**src/rtl/sb_pkg.sv**
```systemverilog
// Shared SB-bus definitions: response codes, bus widths and the read-response state record.
package sb_pkg;
    localparam int SB_AW = 32;
    localparam int SB_DW = 32;

    localparam logic SB_RESP_OKAY = 1'b0;
    localparam logic SB_RESP_ERR  = 1'b1;

    typedef logic [SB_AW-1:0]   sb_addr_t;
    typedef logic [SB_DW-1:0]   sb_data_t;
    typedef logic [SB_DW/8-1:0] sb_strb_t;

    // first: the SRAM output is still live this cycle; err: out-of-window read
    typedef struct packed {
        logic vld;
        logic first;
        logic err;
    } sb_rd_st_t;
endpackage

```
**src/rtl/sb_sram_slv_if.sv**
```systemverilog
// SB-bus read (AR/R) and write (W/B) channels between a master and a slave endpoint.
interface sb_sram_slv_if;
    import sb_pkg::*;

    logic     sb_arvalid;
    logic     sb_arready;
    sb_addr_t sb_araddr;
    logic     sb_rvalid;
    logic     sb_rready;
    sb_data_t sb_rdata;
    logic     sb_wvalid;
    logic     sb_wready;
    sb_addr_t sb_waddr;
    sb_data_t sb_wdata;
    sb_strb_t sb_wstrb;
    logic     sb_bvalid;
    logic     sb_bready;
    logic     sb_bresp;

    modport master (
        output sb_arvalid, sb_araddr, sb_rready,
        output sb_wvalid, sb_waddr, sb_wdata, sb_wstrb, sb_bready,
        input  sb_arready, sb_rvalid, sb_rdata,
        input  sb_wready, sb_bvalid, sb_bresp
    );

    modport slave (
        input  sb_arvalid, sb_araddr, sb_rready,
        input  sb_wvalid, sb_waddr, sb_wdata, sb_wstrb, sb_bready,
        output sb_arready, sb_rvalid, sb_rdata,
        output sb_wready, sb_bvalid, sb_bresp
    );
endinterface

```
**src/rtl/sb_rr_arb2.sv**
```systemverilog
// Two-way round-robin arbiter for the shared SRAM port; only conflicts move the pointer.
module sb_rr_arb2 (
    input  logic clk,
    input  logic rst_n,
    input  logic req_rd,
    input  logic req_wr,
    output logic gnt_rd,
    output logic gnt_wr
);
    logic prio_rd;

    assign gnt_rd = req_rd & (~req_wr | prio_rd);
    assign gnt_wr = req_wr & (~req_rd | ~prio_rd);

    // Loser of a conflict gets priority next time.
    always_ff @(posedge clk or negedge rst_n) begin
        if (!rst_n)
            prio_rd <= 1'b0;
        else if (req_rd & req_wr)
            prio_rd <= gnt_wr;
    end
endmodule

```
**src/rtl/sb_sram_slv.sv**
```systemverilog
// SB-bus slave terminating AR/R and W/B onto a single-port SRAM with 1-cycle read latency.
module sb_sram_slv
    import sb_pkg::*;
#(
    parameter int          AW   = 12,
    parameter logic [31:0] BASE = 32'h2000_0000
) (
    input  logic          clk,
    input  logic          rst_n,
    sb_sram_slv_if.slave  sb,
    output logic          ram_cs,
    output logic          ram_we,
    output logic [AW-1:0] ram_addr,
    output sb_data_t      ram_wdata,
    output sb_strb_t      ram_wbe,
    input  sb_data_t      ram_rdata
);
    sb_rd_st_t rd_r;
    sb_data_t  hold_r;
    logic      bvalid_r;
    logic      bresp_r;
    logic      rd_req, wr_req, gnt_rd, gnt_wr;
    logic      rd_in, wr_in;
    logic      unused_ok;

    function automatic logic in_rng(input sb_addr_t a);
        return a[SB_AW-1:AW+2] == BASE[SB_AW-1:AW+2];
    endfunction

    assign rd_in  = in_rng(sb.sb_araddr);
    assign wr_in  = in_rng(sb.sb_waddr);
    assign rd_req = sb.sb_arvalid & (~rd_r.vld | sb.sb_rready);
    assign wr_req = sb.sb_wvalid  & (~bvalid_r | sb.sb_bready);

    sb_rr_arb2 u_arb (
        .clk    (clk),
        .rst_n  (rst_n),
        .req_rd (rd_req),
        .req_wr (wr_req),
        .gnt_rd (gnt_rd),
        .gnt_wr (gnt_wr)
    );

    assign sb.sb_arready = gnt_rd;
    assign sb.sb_wready  = gnt_wr;

    assign ram_cs    = (gnt_rd & rd_in) | (gnt_wr & wr_in);
    assign ram_we    = gnt_wr;
    assign ram_addr  = gnt_wr ? sb.sb_waddr[AW+1:2] : sb.sb_araddr[AW+1:2];
    assign ram_wdata = sb.sb_wdata;
    assign ram_wbe   = gnt_wr ? sb.sb_wstrb : '0;

    // Byte-lane bits of the addresses are ignored.
    assign unused_ok = ^{sb.sb_araddr[1:0], sb.sb_waddr[1:0]};

    always_ff @(posedge clk or negedge rst_n) begin
        if (!rst_n) begin
            rd_r   <= '0;
            hold_r <= '0;
        end else begin
            if (gnt_rd) begin
                rd_r.vld   <= 1'b1;
                rd_r.first <= 1'b1;
                rd_r.err   <= ~rd_in;
            end else if (sb.sb_rready) begin
                rd_r.vld <= 1'b0;
            end
            // Stalled on the bypass beat: park the SRAM output before it can change.
            if (rd_r.vld & rd_r.first & ~sb.sb_rready) begin
                rd_r.first <= 1'b0;
                hold_r     <= ram_rdata;
            end
        end
    end

    always_comb begin
        sb.sb_rdata = '0;
        if (rd_r.vld & ~rd_r.err)
            sb.sb_rdata = rd_r.first ? ram_rdata : hold_r;
    end
    assign sb.sb_rvalid = rd_r.vld;

    always_ff @(posedge clk or negedge rst_n) begin
        if (!rst_n) begin
            bvalid_r <= 1'b0;
            bresp_r  <= SB_RESP_OKAY;
        end else if (gnt_wr) begin
            bvalid_r <= 1'b1;
            bresp_r  <= wr_in ? SB_RESP_OKAY : SB_RESP_ERR;
        end else if (sb.sb_bready) begin
            bvalid_r <= 1'b0;
        end
    end

    assign sb.sb_bvalid = bvalid_r;
    assign sb.sb_bresp  = bresp_r;
endmodule

```
**src/flat_wrapper.sv**
```systemverilog
// flat-port wrapper written by rule: the top's interface ports become plain ports
module sb_sram_slv_flat import sb_pkg::*;
#(
    parameter int          AW   = 12,
    parameter logic [31:0] BASE = 32'h2000_0000
)
  (clk, rst_n, ram_cs, ram_we, ram_addr, ram_wdata, ram_wbe, ram_rdata, sb_sb_arvalid, sb_sb_araddr, sb_sb_rready, sb_sb_wvalid, sb_sb_waddr, sb_sb_wdata, sb_sb_wstrb, sb_sb_bready, sb_sb_arready, sb_sb_rvalid, sb_sb_rdata, sb_sb_wready, sb_sb_bvalid, sb_sb_bresp);
  sb_sram_slv_if sb_i ();
  input  logic clk;
  input  logic rst_n;
  output logic ram_cs;
  output logic ram_we;
  output logic [AW-1:0] ram_addr;
  output sb_data_t ram_wdata;
  output sb_strb_t ram_wbe;
  input  sb_data_t ram_rdata;
  input wire logic [$bits(sb_i.sb_arvalid)-1:0] sb_sb_arvalid;
  input wire logic [$bits(sb_i.sb_araddr)-1:0] sb_sb_araddr;
  input wire logic [$bits(sb_i.sb_rready)-1:0] sb_sb_rready;
  input wire logic [$bits(sb_i.sb_wvalid)-1:0] sb_sb_wvalid;
  input wire logic [$bits(sb_i.sb_waddr)-1:0] sb_sb_waddr;
  input wire logic [$bits(sb_i.sb_wdata)-1:0] sb_sb_wdata;
  input wire logic [$bits(sb_i.sb_wstrb)-1:0] sb_sb_wstrb;
  input wire logic [$bits(sb_i.sb_bready)-1:0] sb_sb_bready;
  output wire logic [$bits(sb_i.sb_arready)-1:0] sb_sb_arready;
  output wire logic [$bits(sb_i.sb_rvalid)-1:0] sb_sb_rvalid;
  output wire logic [$bits(sb_i.sb_rdata)-1:0] sb_sb_rdata;
  output wire logic [$bits(sb_i.sb_wready)-1:0] sb_sb_wready;
  output wire logic [$bits(sb_i.sb_bvalid)-1:0] sb_sb_bvalid;
  output wire logic [$bits(sb_i.sb_bresp)-1:0] sb_sb_bresp;
  assign sb_i.sb_arvalid = sb_sb_arvalid;
  assign sb_i.sb_araddr = sb_sb_araddr;
  assign sb_i.sb_rready = sb_sb_rready;
  assign sb_i.sb_wvalid = sb_sb_wvalid;
  assign sb_i.sb_waddr = sb_sb_waddr;
  assign sb_i.sb_wdata = sb_sb_wdata;
  assign sb_i.sb_wstrb = sb_sb_wstrb;
  assign sb_i.sb_bready = sb_sb_bready;
  assign sb_sb_arready = sb_i.sb_arready;
  assign sb_sb_rvalid = sb_i.sb_rvalid;
  assign sb_sb_rdata = sb_i.sb_rdata;
  assign sb_sb_wready = sb_i.sb_wready;
  assign sb_sb_bvalid = sb_i.sb_bvalid;
  assign sb_sb_bresp = sb_i.sb_bresp;
  sb_sram_slv #(.AW(AW), .BASE(BASE)) u_core (.clk(clk), .rst_n(rst_n), .sb(sb_i), .ram_cs(ram_cs), .ram_we(ram_we), .ram_addr(ram_addr), .ram_wdata(ram_wdata), .ram_wbe(ram_wbe), .ram_rdata(ram_rdata));
endmodule
```
**config.mk**
```make
export PLATFORM = sky130hd
export DESIGN_NAME = sb_sram_slv_flat
export DESIGN_NICKNAME = d
export VERILOG_FILES = /design/src/rtl/sb_pkg.sv /design/src/rtl/sb_sram_slv_if.sv /design/src/rtl/sb_rr_arb2.sv /design/src/rtl/sb_sram_slv.sv /design/src/flat_wrapper.sv
export SDC_FILE = /design/constraint.sdc
export NUM_CORES = 1
export LEC_CHECK = 0
export CAP_MARGIN = 40
export CORE_AREA = 3 3 86 88
export DETAILED_ROUTE_END_ITERATION = 8
export DIE_AREA = 0 0 89 91
export DONT_BUFFER_PORTS = 1
export GPL_TIMING_DRIVEN = 0
export PLACE_DENSITY = 0.48
export SLEW_MARGIN = 10
export SYNTH_ARGS = -nofsm -noshare
export SYNTH_HDL_FRONTEND = slang
export SYNTH_SLANG_ARGS = --single-unit
```
**constraint.sdc**
```tcl
create_clock -name clk -period 1.5 [get_ports clk]
set_input_delay 0.3 -clock clk [delete_from_list [all_inputs] [get_ports clk]]
set_output_delay 0.3 -clock clk [all_outputs]
set_load 0.05 [all_outputs]
```
==> results of run 1 <==
==> per-stage QoR <==
| step | instance area [um^2] | std cells | setup TNS (ns) | setup WS (ns) | hold slack (ns) |
|---|---|---|---|---|---|
| after floorplan | 2861 | 256 | -6.135 | -0.3477 | 0.004409 |
| after global placement | 2962 | 336 | -13.80 | -0.4295 | 0.005543 |
| after detailed placement | 2962 | 336 | -14.12 | -0.4311 | 0.005486 |
| after CTS | 3453 | 357 | -21.09 | -0.6290 | 0.1456 |
| after global routing | 3613 | 365 | -24.83 | -0.6858 | 0.1355 |
| final | 3613 | 365 | -20.83 | -0.6073 | 0.1564 |
==> worst paths after layout <==
check	end	cells after the start	from	slack, ns
worst max-delay path	ram_cs	5	u_core.sb.sb_bvalid	-0.61
worst min-delay path	u_core.hold_r[15]	1	ram_rdata[15]	0.16
worst max register to register	u_core.rd_r[0]	6	u_core.sb.sb_bvalid	-0.09
worst min register to register	u_core.hold_r[0]	1	u_core.hold_r[0]	0.51
max in group asynchronous	u_core.sb.sb_rvalid	2	rst_n	0.81
min in group asynchronous	u_core.hold_r[5]	2	rst_n	0.47
==> logic make-up (layout without fill, tap and decap cells) <==
group / count (synthesis) / after routing / share of synthesized area [%]
AOI/OAI and AO/OA: 3 / 3 / 1.685
xor gates and xnor gates: 1 / 1 / 0.3574
buffers and inverters: 49 / 78 / 13.32
DFF: 38 / 38 / 38.80
muxes: 64 / 64 / 27.77
and+or+nand+nor: 101 / 101 / 18.07
==> cells in the mapped netlist <==
cell type,count
nand2b_1,1
nor3_1,1
a311o_4,1
mux2i_1,32
xnor2_1,1
buf_4,33
inv_1,3
nand3_1,2
and2_1,4
buf_6,1
nor2_1,36
clkbuf_1,3
dfrtp_1,38
nand4_1,1
nor3_2,1
nand2b_2,1
mux2_2,32
nor2b_1,1
a21oi_1,1
o311ai_2,1
nand2_1,43
or2_1,1
clkinv_2,1
nor4b_1,2
buf_2,8
nor4_1,6
nand3b_1,1
==> power groups by stage <==
stage,clock [W],combinational [W],sequential (W)
global route,0.000820,0.00273,0.00185
detailed placement,0,0.00210,0.00179
finish,0.000741,0.00257,0.00180
floorplan,0,0.00191,0.00174
CTS,0.000768,0.00242,0.00179
global placement,0,0.00207,0.00177
==> cell type report <==
class / instances / area, um^2 / area share (%)
multi-input cells: 169 / 1733 / 47.96
flip-flops and latches: 38 / 955.9 / 26.45
plain buffers: 45 / 449.2 / 12.43
repair buffers: 21 / 252.7 / 6.994
well taps: 80 / 100.1 / 2.770
clock buffers: 6 / 82.58 / 2.285
inverters: 4 / 27.53 / 0.7618
clock inverters: 2 / 12.51 / 0.3463
==> registers in the layout (all words and copies together), names as in the netlist <==
name / cells
u_core.rd_r: 2
u_core.sb.sb_rvalid: 1
u_core.sb.sb_bresp: 1
u_core.sb.sb_bvalid: 1
u_core.u_arb.prio_rd: 1
u_core.hold_r: 32
==> metal layers <==
metal	up-vias	wire, um	share of wire [%]
met4	0	73	1.0
met1	937	2630	37
met5	-	0	0
li1	871	-	-
met3	5	614	8.7
met2	104	3780	53
==> worst reg2reg max path, cell delays in order (launching register included) <==
cell and delay (ns):
dfrtp_2 0.53, nor2b_4 0.18, buf_4 0.13, o311ai_4 0.25
buf_4 0.21, buf_4 0.12, a21oi_1 0.06
==> timing repair <==
action	CTS	global route
endpoints found under the hold margin	38	0
gates cloned	4	2
setup buffers	7	7
resized for setup	55	32
hold buffers	2	0
endpoints found under the setup margin	82	86
pin swaps	35	11
==> metrics.md, run 1 <==
| Metric | Value |
|---|---|
| Outcome | `complete, but fails checks` |
| Failing checks | `negative setup slack` |
| Pwr dens | `1415 nW/um^2` |
| Seq pwr share | `35.2%` |
| Syn Inst Count | `about 260` |
| H-tree levels | `2` |
| Yosys reg bits | `38` |
| Routability Congestion | `roughly 0.8` |
| Slew Limit Headroom | `roughly two thirds` |
| CTS Buf Count | `5` |
| Seq/Total Area, Yosys | `about two fifths` |
| Net Sw Frac | `roughly 40%` |
| Distinct cell type count after synthesis | `27` |
| HP Class | `in2reg` |
| Initial DRC count | `58` |
| Crit path max-delay family | `simple AND/OR/NAND/NOR gates` |
| Die width | `approximately 89 um` |
| M2 GR Usage | `27.78%` |
| Pin count of the biggest net entering global routing | `39` |
| Initial antenna violation count | `0` |
| Die footprint | `roughly 8000 um^2` |
| CP bufs+invs | `1` |
| Crit path max fanout | `3` |
| Synthesized net count | `394` |
| Vias per cell | `5.252` |
| Final hold vios | `0` |
| Final #Nets | `422` |
| MaxCap Viol Count | `0` |
| Synth area leader | `dfrtp_1` |
| Met3 global-route usage | `around 4.4%` |
| IO Pins | `around 230` |
| Yosys warns | `0` |
| CTS tree | `built` |
| CTS Sinks | `38` |
| Setup crit end kind | `output port` |
| Max IR drop VDD | `~0.73 mV` |
| DRC errors left | `0` |
| Commonest non-fill, non-tap cell in the layout | `buf_4` |
| Initial core utilization | `between 30% and 40%` |
| Leak pwr | `1.652 nW` |
| Dpl hpwl | `around 5300 um` |
| Clk Latency, worst-skew pair | `around 0.29 ns` |
| Fill count | `611` |
| Synth top area cells | `dfrtp_1, mux2_2, mux2i_1` |
| # port buffers | `0` |
| Routing usage on met1 | `between 10% and 20%` |
| Post-Route WL | `slightly above 7000 um` |
| Clock skew | `0.01033 ns` |
| Clock transition at the registers of the reported paths | `0.08 ns` |
| Fin util | `53.78%` |
| Syn Std Cell Area | `around 2500 um^2` |
| DRT Pass-1 Iters | `4` |
| Via count | `~1900` |
| Final Cycle Share | `140.5%` |
| Area delta synth->final | `47.42%` |
| Synth top area share | `38.80%` |
| Worst-Margin Slew | `0.4981 ns` |
| Min setup slack post-route | `-0.6073 ns` |
| GRT busiest layer | `met2` |
| Clock root buffer | `clkbuf_8` |
| Core area | `6719 um^2` |
| Die H | `about 90 um` |
| Drt wl/cell | `19.45 um` |
| Crit path launch type | `flop` |
| Share of post-route cells with drive strength above 1 | `between 60% and 70%` |
| DRT antenna net count | `0` |
| CP Data Required Time | `between 1 and 1.5 ns` |
| Critical-path cell list | `nor2b_4 -> buf_4 -> o311ai_4 -> nor3_2 -> or2_4` |
| Switch Pwr | `0.002052 W` |
| Commonest non-fill, non-tap cells in the layout | `buf_4, dfrtp_1, nor2_4, mux2i_1, mux2_2` |
| Post-synthesis average cell area | `9.575 um^2` |
| Final-report max-slew violation count | `0` |
| Internal | `0.003061 W` |
| CP Class | `reg2out` |
| Unrepaired setup endpoints after global routing | `yes` |
| Worst path arrival time | `~1.8 ns` |
| Vias in the first global route | `between 1500 and 2000` |
| Comb power frac | `between 50% and 60%` |
| First-pass GRT wire length | `slightly above 10000 um` |
| Fmax | `between 400 and 500 MHz` |
| Final min period | `roughly 2.1 ns` |
| Final Power | `0.005112 W` |
| Row Count | `30` |
| Setup violators final | `slightly below 60` |
| Delay of the slowest cell on the worst path | `roughly 0.53 ns` |
| ANT cells | `0` |
| Total gr overflow | `0` |
| CP max stage cell | `dfrtp_2` |
| Clock Path Buffers | `2` |
| Clock Power Share | `roughly 14%` |
| Tot GR Track Use | `between 10% and 20%` |
No activity file was read; power rests on OpenSTA's default activity.
==> run 2, diff against run 1 <==
CORE_AREA = 3 3 85 87   (was 3 3 86 88)
DIE_AREA = 0 0 88 90   (was 0 0 89 91)
PLACE_DENSITY = 0.49   (was 0.48)
==> run 2 against run 1 <==
Net effect: the run still ends with negative setup slack left; fmax decreased by 3.1%; wire length is 4.0% higher; critical path type unchanged; worst hold slack improved by 0.00089 ns; flip-flop and latch count did not move; critical path depth rose by 1; global-route usage is 0.56 points higher; critical endpoint is now ram_addr[10]; non-clock buffer count increased by 7; final cell count up 0.82%; register-to-register slack got worse by 0.10 ns; clock power is 20% higher.
==> metrics.md, run 2 (synthesis gave the netlist of run 1 again) <==
| Metric | Value |
|---|---|
| Initial core utilization | `38.16%` |
| CP Class | `reg2out` |
| Routability Congestion | `0.7134` |
| Final min period | `between 2 and 2.5 ns` |
| Final #Nets | `about 430` |
| Clock root buffer | `clkbuf_8` |
| Area of the multi-input gates | `around 1900 um^2` |
| Max IR drop VDD | `around 0.69 mV` |
| First-pass GRT wire length | `a little over 10000 um` |
| Placed cells | `333` |
| MaxCap Viol Count | `0` |
| R2R depth | `5` |
| Core area | `about 6400 um^2` |
| Vias in the first global route | `1944` |
| Finished Cell Area | `3905 um^2` |
| Final-report max-slew violation count | `0` |
| Min setup slack post-route | `-0.6752 ns` |
| Final Cycle Share | `145.0%` |
| Commonest non-fill, non-tap cell in the layout | `buf_4` |
| DRT Pass-1 Iters | `4` |
| Row Count | `29` |
| Via count | `approximately 1900` |
| Pin count of the biggest net entering global routing | `39` |
| Post-Route WL | `between 7000 and 8000 um` |
| Worst hold path stage count | `1` |
| Outcome | `complete, but fails checks` |
| Worst path arrival time | `~1.9 ns` |
| Die footprint | `7920 um^2` |
| Initial antenna violation count | `0` |
| Setup violators final | `80` |
| Share of post-route cells with drive strength above 1 | `about two thirds` |
| Die H | `90 um` |
| Tot GR Track Use | `between 15 and 20%` |
| CP Data Required Time | `1.20 ns` |
| Area delta synth->final | `59.32%` |
| Sum Neg Setup Slack | `-23.29 ns` |
| ANT cells | `0` |
| Placed cell area | `2958 um^2` |
| Die width | `around 88 um` |
| Pwr dens | `1435 nW/um^2` |
| Leak pwr | `about 1.8 nW` |
| CTS Buf Count | `5` |
| Slew Limit Headroom | `between 60% and 70%` |
| Setup crit end kind | `output port` |
| Top reg by flops | `u_core.hold_r` |
| Fmax | `~460 MHz` |
| Clock transition at the registers of the reported paths | `approximately 0.080 ns` |
| Total gr overflow | `0` |
| H-tree levels | `2` |
| HP Class | `in2reg` |
| Unrepaired setup endpoints after global routing | `yes` |
| Final hold vios | `0` |
| Initial DRC count | `45` |
| Vias per cell | `between 5 and 6` |
| Worst-Margin Slew | `approximately 0.49 ns` |
| Final Power | `roughly 0.0056 W` |
| Crit path max fanout | `7` |
| Reg area | `955.9 um^2` |
| DRC errors left | `0` |
| Drt wl/cell | `20.06 um` |
| Max reg flops | `32` |
| Clock skew | `roughly 0.011 ns` |
| Dpl hpwl | `approximately 5300 um` |
| Final cell count without fillers | `around 370` |
| Clk Latency, worst-skew pair | `~0.29 ns` |
| Crit path launch type | `flop` |
| CTS tree | `built` |
| Commonest non-fill, non-tap cells in the layout | `buf_4, dfrtp_1, mux2i_1, nor2_4, mux2_4` |
| Fill count | `between 500 and 600` |
| # port buffers | `0` |
| DRT antenna net count | `0` |
| Failing checks | `negative setup slack` |
| Largest registers | `u_core.hold_r (32), u_core.rd_r (2)` |
| Clock Path Buffers | `2` |
| IO Pins | `between 200 and 250` |
| CTS Sinks | `38` |
==> run 2: final timing paths <==
check | from | end | slack [ns]
worst max-delay path | u_core.sb.sb_bvalid | ram_addr[10] | -0.68
worst min-delay path | ram_rdata[30] | u_core.hold_r[30] | 0.16
worst max register to register | u_core.sb.sb_rvalid | u_core.hold_r[15] | -0.19
worst min register to register | u_core.hold_r[30] | u_core.hold_r[30] | 0.51
max in group asynchronous | rst_n | u_core.sb.sb_rvalid | 0.79
min in group asynchronous | rst_n | u_core.hold_r[19] | 0.49
==> run 2: area by class of cell <==
type | count | share of cell area, %
flip-flops and latches | 38 | 24.48
multi-input cells | 169 | 49.28
plain buffers | 44 | 11.05
well taps | 77 | 2.467
clock inverters | 1 | 0.7690
clock buffers | 6 | 2.115
repair buffers | 29 | 9.132
inverters | 4 | 0.7049
==> run 2: power breakdown <==
part | total, W | switching (W) | internal, W
Clock | 0.000889 | 0.000357 | 0.000532
Sequential | 0.00181 | 0.000310 | 0.00150
Combinational | 0.00290 | 0.00147 | 0.00143
==> run 2: worst max-delay path: stages (launching register included) <==
cell and delay (ns):
dfrtp_2 0.52, nor2b_4 0.19, a311o_4 0.35, clkinv_4 0.10
buf_12 0.20, nand2_4 0.07, nand2_4 0.15
==> run 2: layer usage <==
metal / global-route usage (%) / routed length (um) / vias to the layer above
li1: - / - / 892
met1: 19.00 / 2788 / 928
met2: 29.46 / 3804 / 107
met3: 6.490 / 733 / 4
met4: 3.453 / 55 / 0
met5: 0 / 0 / -
==> run 2: repair_timing <==
action / CTS / global route
gates resized for setup: 79 / 48
endpoints found under the setup margin: 83 / 86
buffers inserted: 13 / 11
cloned: 2 / 5
hold buffers: 2 / 0
pin swaps: 35 / 18
hold endpoints to repair: 38 / 0
==> run 2: metrics by stage <==
| stage | worst slack (ns) | hold WS (ns) | util, % |
|---|---|---|---|
| floorplan | -0.3477 | 0.004409 | - |
| global placement | -0.4394 | 0.005338 | 46.05 |
| detailed placement | -0.4458 | 0.005461 | 46.05 |
| CTS | -0.6875 | 0.1502 | 56.67 |
| global route | -0.7561 | 0.1435 | 60.80 |
| finish | -0.6752 | 0.1573 | 60.80 |
==> run 3, diff against run 2 <==
PLACE_DENSITY = 0.57   (was 0.49)
==> run 3 against run 2 <==
Net effect: critical path type unchanged; via count increased by 0.57%; combinational power hardly changed; largest cell class unchanged; wire length increased by 2.1%; sequential share of layout area increased by 0.62 points; setup slack improved by 0.051 ns; non-clock buffer count down 8; clock skew fell by 0.0077 ns; clock-buffer cell count up 1; global-route usage grew 1.2 points; register-to-register slack better by 0.13 ns; clock power shrank 18%; the flow still finishes with violations (negative setup slack).
==> metrics.md, run 3 (synthesis gave the netlist of run 1 again) <==
| Metric | Value |
|---|---|
| Sum Neg Setup Slack | `-21.48 ns` |
| Max reg flops | `32` |
| Via count | `around 2000` |
| CTS Buf Count | `5` |
| Post-Route WL | `roughly 7500 um` |
| Hold Slack | `0.1619 ns` |
| Slew Limit Headroom | `around three fifths` |
| Final hold vios | `0` |
| ANT cells | `0` |
| Crit path max fanout | `7` |
| Vias per cell | `around 5.4` |
| Setup violators final | `around 80` |
| Leak pwr | `1.810 nW` |
| Top reg by flops | `u_core.hold_r` |
| Setup slack, reg-to-reg | `-0.06 ns` |
| Commonest non-fill, non-tap cells in the layout | `buf_4, dfrtp_1, nor2_4, mux2_4, mux2i_1` |
| Dpl hpwl | `roughly 5400 um` |
| Vias in the first global route | `between 2000 and 2500` |
| Worst hold path stage count | `1` |
| CTS tree | `built` |
| Outcome | `complete, but fails checks` |
| Initial core utilization | `38.16%` |
| Final Cycle Share | `141.6%` |
| Clock Path Buffers | `2` |
| Min setup slack post-route | `-0.6237 ns` |
| Failing checks | `negative setup slack` |
| Final #Nets | `approximately 420` |
| Crit path depth | `6` |
| Setup crit end kind | `output port` |
| Die footprint | `between 7000 and 8000 um^2` |
| Tot GR Track Use | `17.98%` |
| Final-report max-slew violation count | `0` |
| IO Pins | `~230` |
| Die width | `88 um` |
| Final min period | `2.124 ns` |
| Largest registers | `u_core.hold_r (32), u_core.rd_r (2)` |
| Pwr dens | `between 1000 and 1500 nW/um^2` |
| Critical-path cell list | `nor2b_4 -> a311o_4 -> clkinv_4 -> buf_12 -> nand2_4 -> nand2_8` |
| Fmax | `roughly 470 MHz` |
| CP max stage cell | `dfrtp_2` |
| Initial antenna violation count | `0` |
| # port buffers | `0` |
| H-tree levels | `2` |
| Share of post-route cells with drive strength above 1 | `66.20%` |
| Routability Congestion | `between 0.7 and 0.8` |
| Drt wl/cell | `about 21 um` |
| Fin util | `roughly 59%` |
| HP Class | `in2reg` |
| MaxCap Viol Count | `0` |
| CP Class | `reg2out` |
| Area delta synth->final | `55.59%` |
| DRC errors left | `0` |
| Delay of the slowest cell on the worst path | `between 0.5 and 0.6 ns` |
| Crit path launch type | `flop` |
| Final Power | `around 0.0055 W` |
| Row Count | `29` |
| Total gr overflow | `0` |
| Die H | `around 90 um` |
| Clock skew | `slightly above 0.003 ns` |
| Clock root buffer | `clkbuf_8` |
| First-pass GRT wire length | `11210 um` |
| Max IR drop VDD | `around 0.63 mV` |
| CP Data Required Time | `roughly 1.2 ns` |
| Commonest non-fill, non-tap cell in the layout | `buf_4` |
| CTS Sinks | `38` |
| CP bufs+invs | `2` |
| Worst-Margin Slew | `0.6033 ns` |
| Core area | `~6400 um^2` |
| Crit path max-delay family | `flip-flops` |
| Clock transition at the registers of the reported paths | `approximately 0.08 ns` |
| Pin count of the biggest net entering global routing | `39` |
| Worst path arrival time | `about 1.8 ns` |
| DRT Pass-1 Iters | `4` |
| R2R depth | `6` |
| DRT antenna net count | `0` |
| Initial DRC count | `37` |
| Clk Latency, worst-skew pair | `approximately 0.28 ns` |
| Unrepaired setup endpoints after global routing | `yes` |
## run 3: changes by cell type in the layout (fill, tap and decap cells not counted), moves of 3 or more
cell | before | now
buf_6 | 18 | 11
nand2_4 | 8 | 12
nand2_8 | 17 | 10
mux2i_1 | 32 | 28
mux2_2 | 4 | 0
buf_16 | 0 | 3
mux2_4 | 28 | 32
mux2i_2 | 0 | 4
buf_4 | 40 | 36
## run 3: final timing paths
path,start,endpoint
worst max-delay path,u_core.sb.sb_bvalid,ram_addr[6]
min in group asynchronous,rst_n,u_core.hold_r[5]
worst max register to register,u_core.sb.sb_bvalid,u_core.rd_r[0]
max in group asynchronous,rst_n,u_core.sb.sb_bvalid
worst min-delay path,ram_rdata[5],u_core.hold_r[5]
worst min register to register,u_core.hold_r[0],u_core.hold_r[0]
## run 3: stage by stage
stage,std cells,setup WS [ns],instance area [um^2]
global placement,333,-0.4396,2958
finish,361,-0.6237,3814
global route,361,-0.6931,3814
floorplan,256,-0.3477,2861
CTS,363,-0.6551,3794
detailed placement,333,-0.4421,2958
## run 3: repair_timing
action | CTS | global route
pin swaps | 42 | 15
resized for setup | 105 | 22
setup buffers | 14 | 3
hold buffers | 2 | 0
setup endpoints to repair | 83 | 88
cloned | 7 | 0
hold endpoints to repair | 38 | 0
## run 3: cell type report
type	count	area, um^2
sequential	38	957.2
tap	77	96.34
buffer	41	400.4
multi-input combinational	169	1869
clock buffer	7	86.33
clock inverter	1	5.005
inverter	4	27.53
timing repair buffer	24	371.6
fill	507	2609
## run 3: layer usage
metal	vias to the layer above	track usage [%]	wire (um)
li1	877	-	-
met1	946	22.32	2946
met2	113	29.84	3775
met3	6	6.764	748
met4	0	3.069	64
met5	-	0	0
## run 3: report_power, final
group | switching [W] | internal, W | total [W] | leakage (nW)
clock network | 0.000356 | 0.000371 | 0.000727 | 0.0482
logic | 0.00143 | 0.00144 | 0.00288 | 1.32
registers | 0.000360 | 0.00151 | 0.00187 | 0.438
total | 0.00215 | 0.00332 | 0.00547 | 1.81
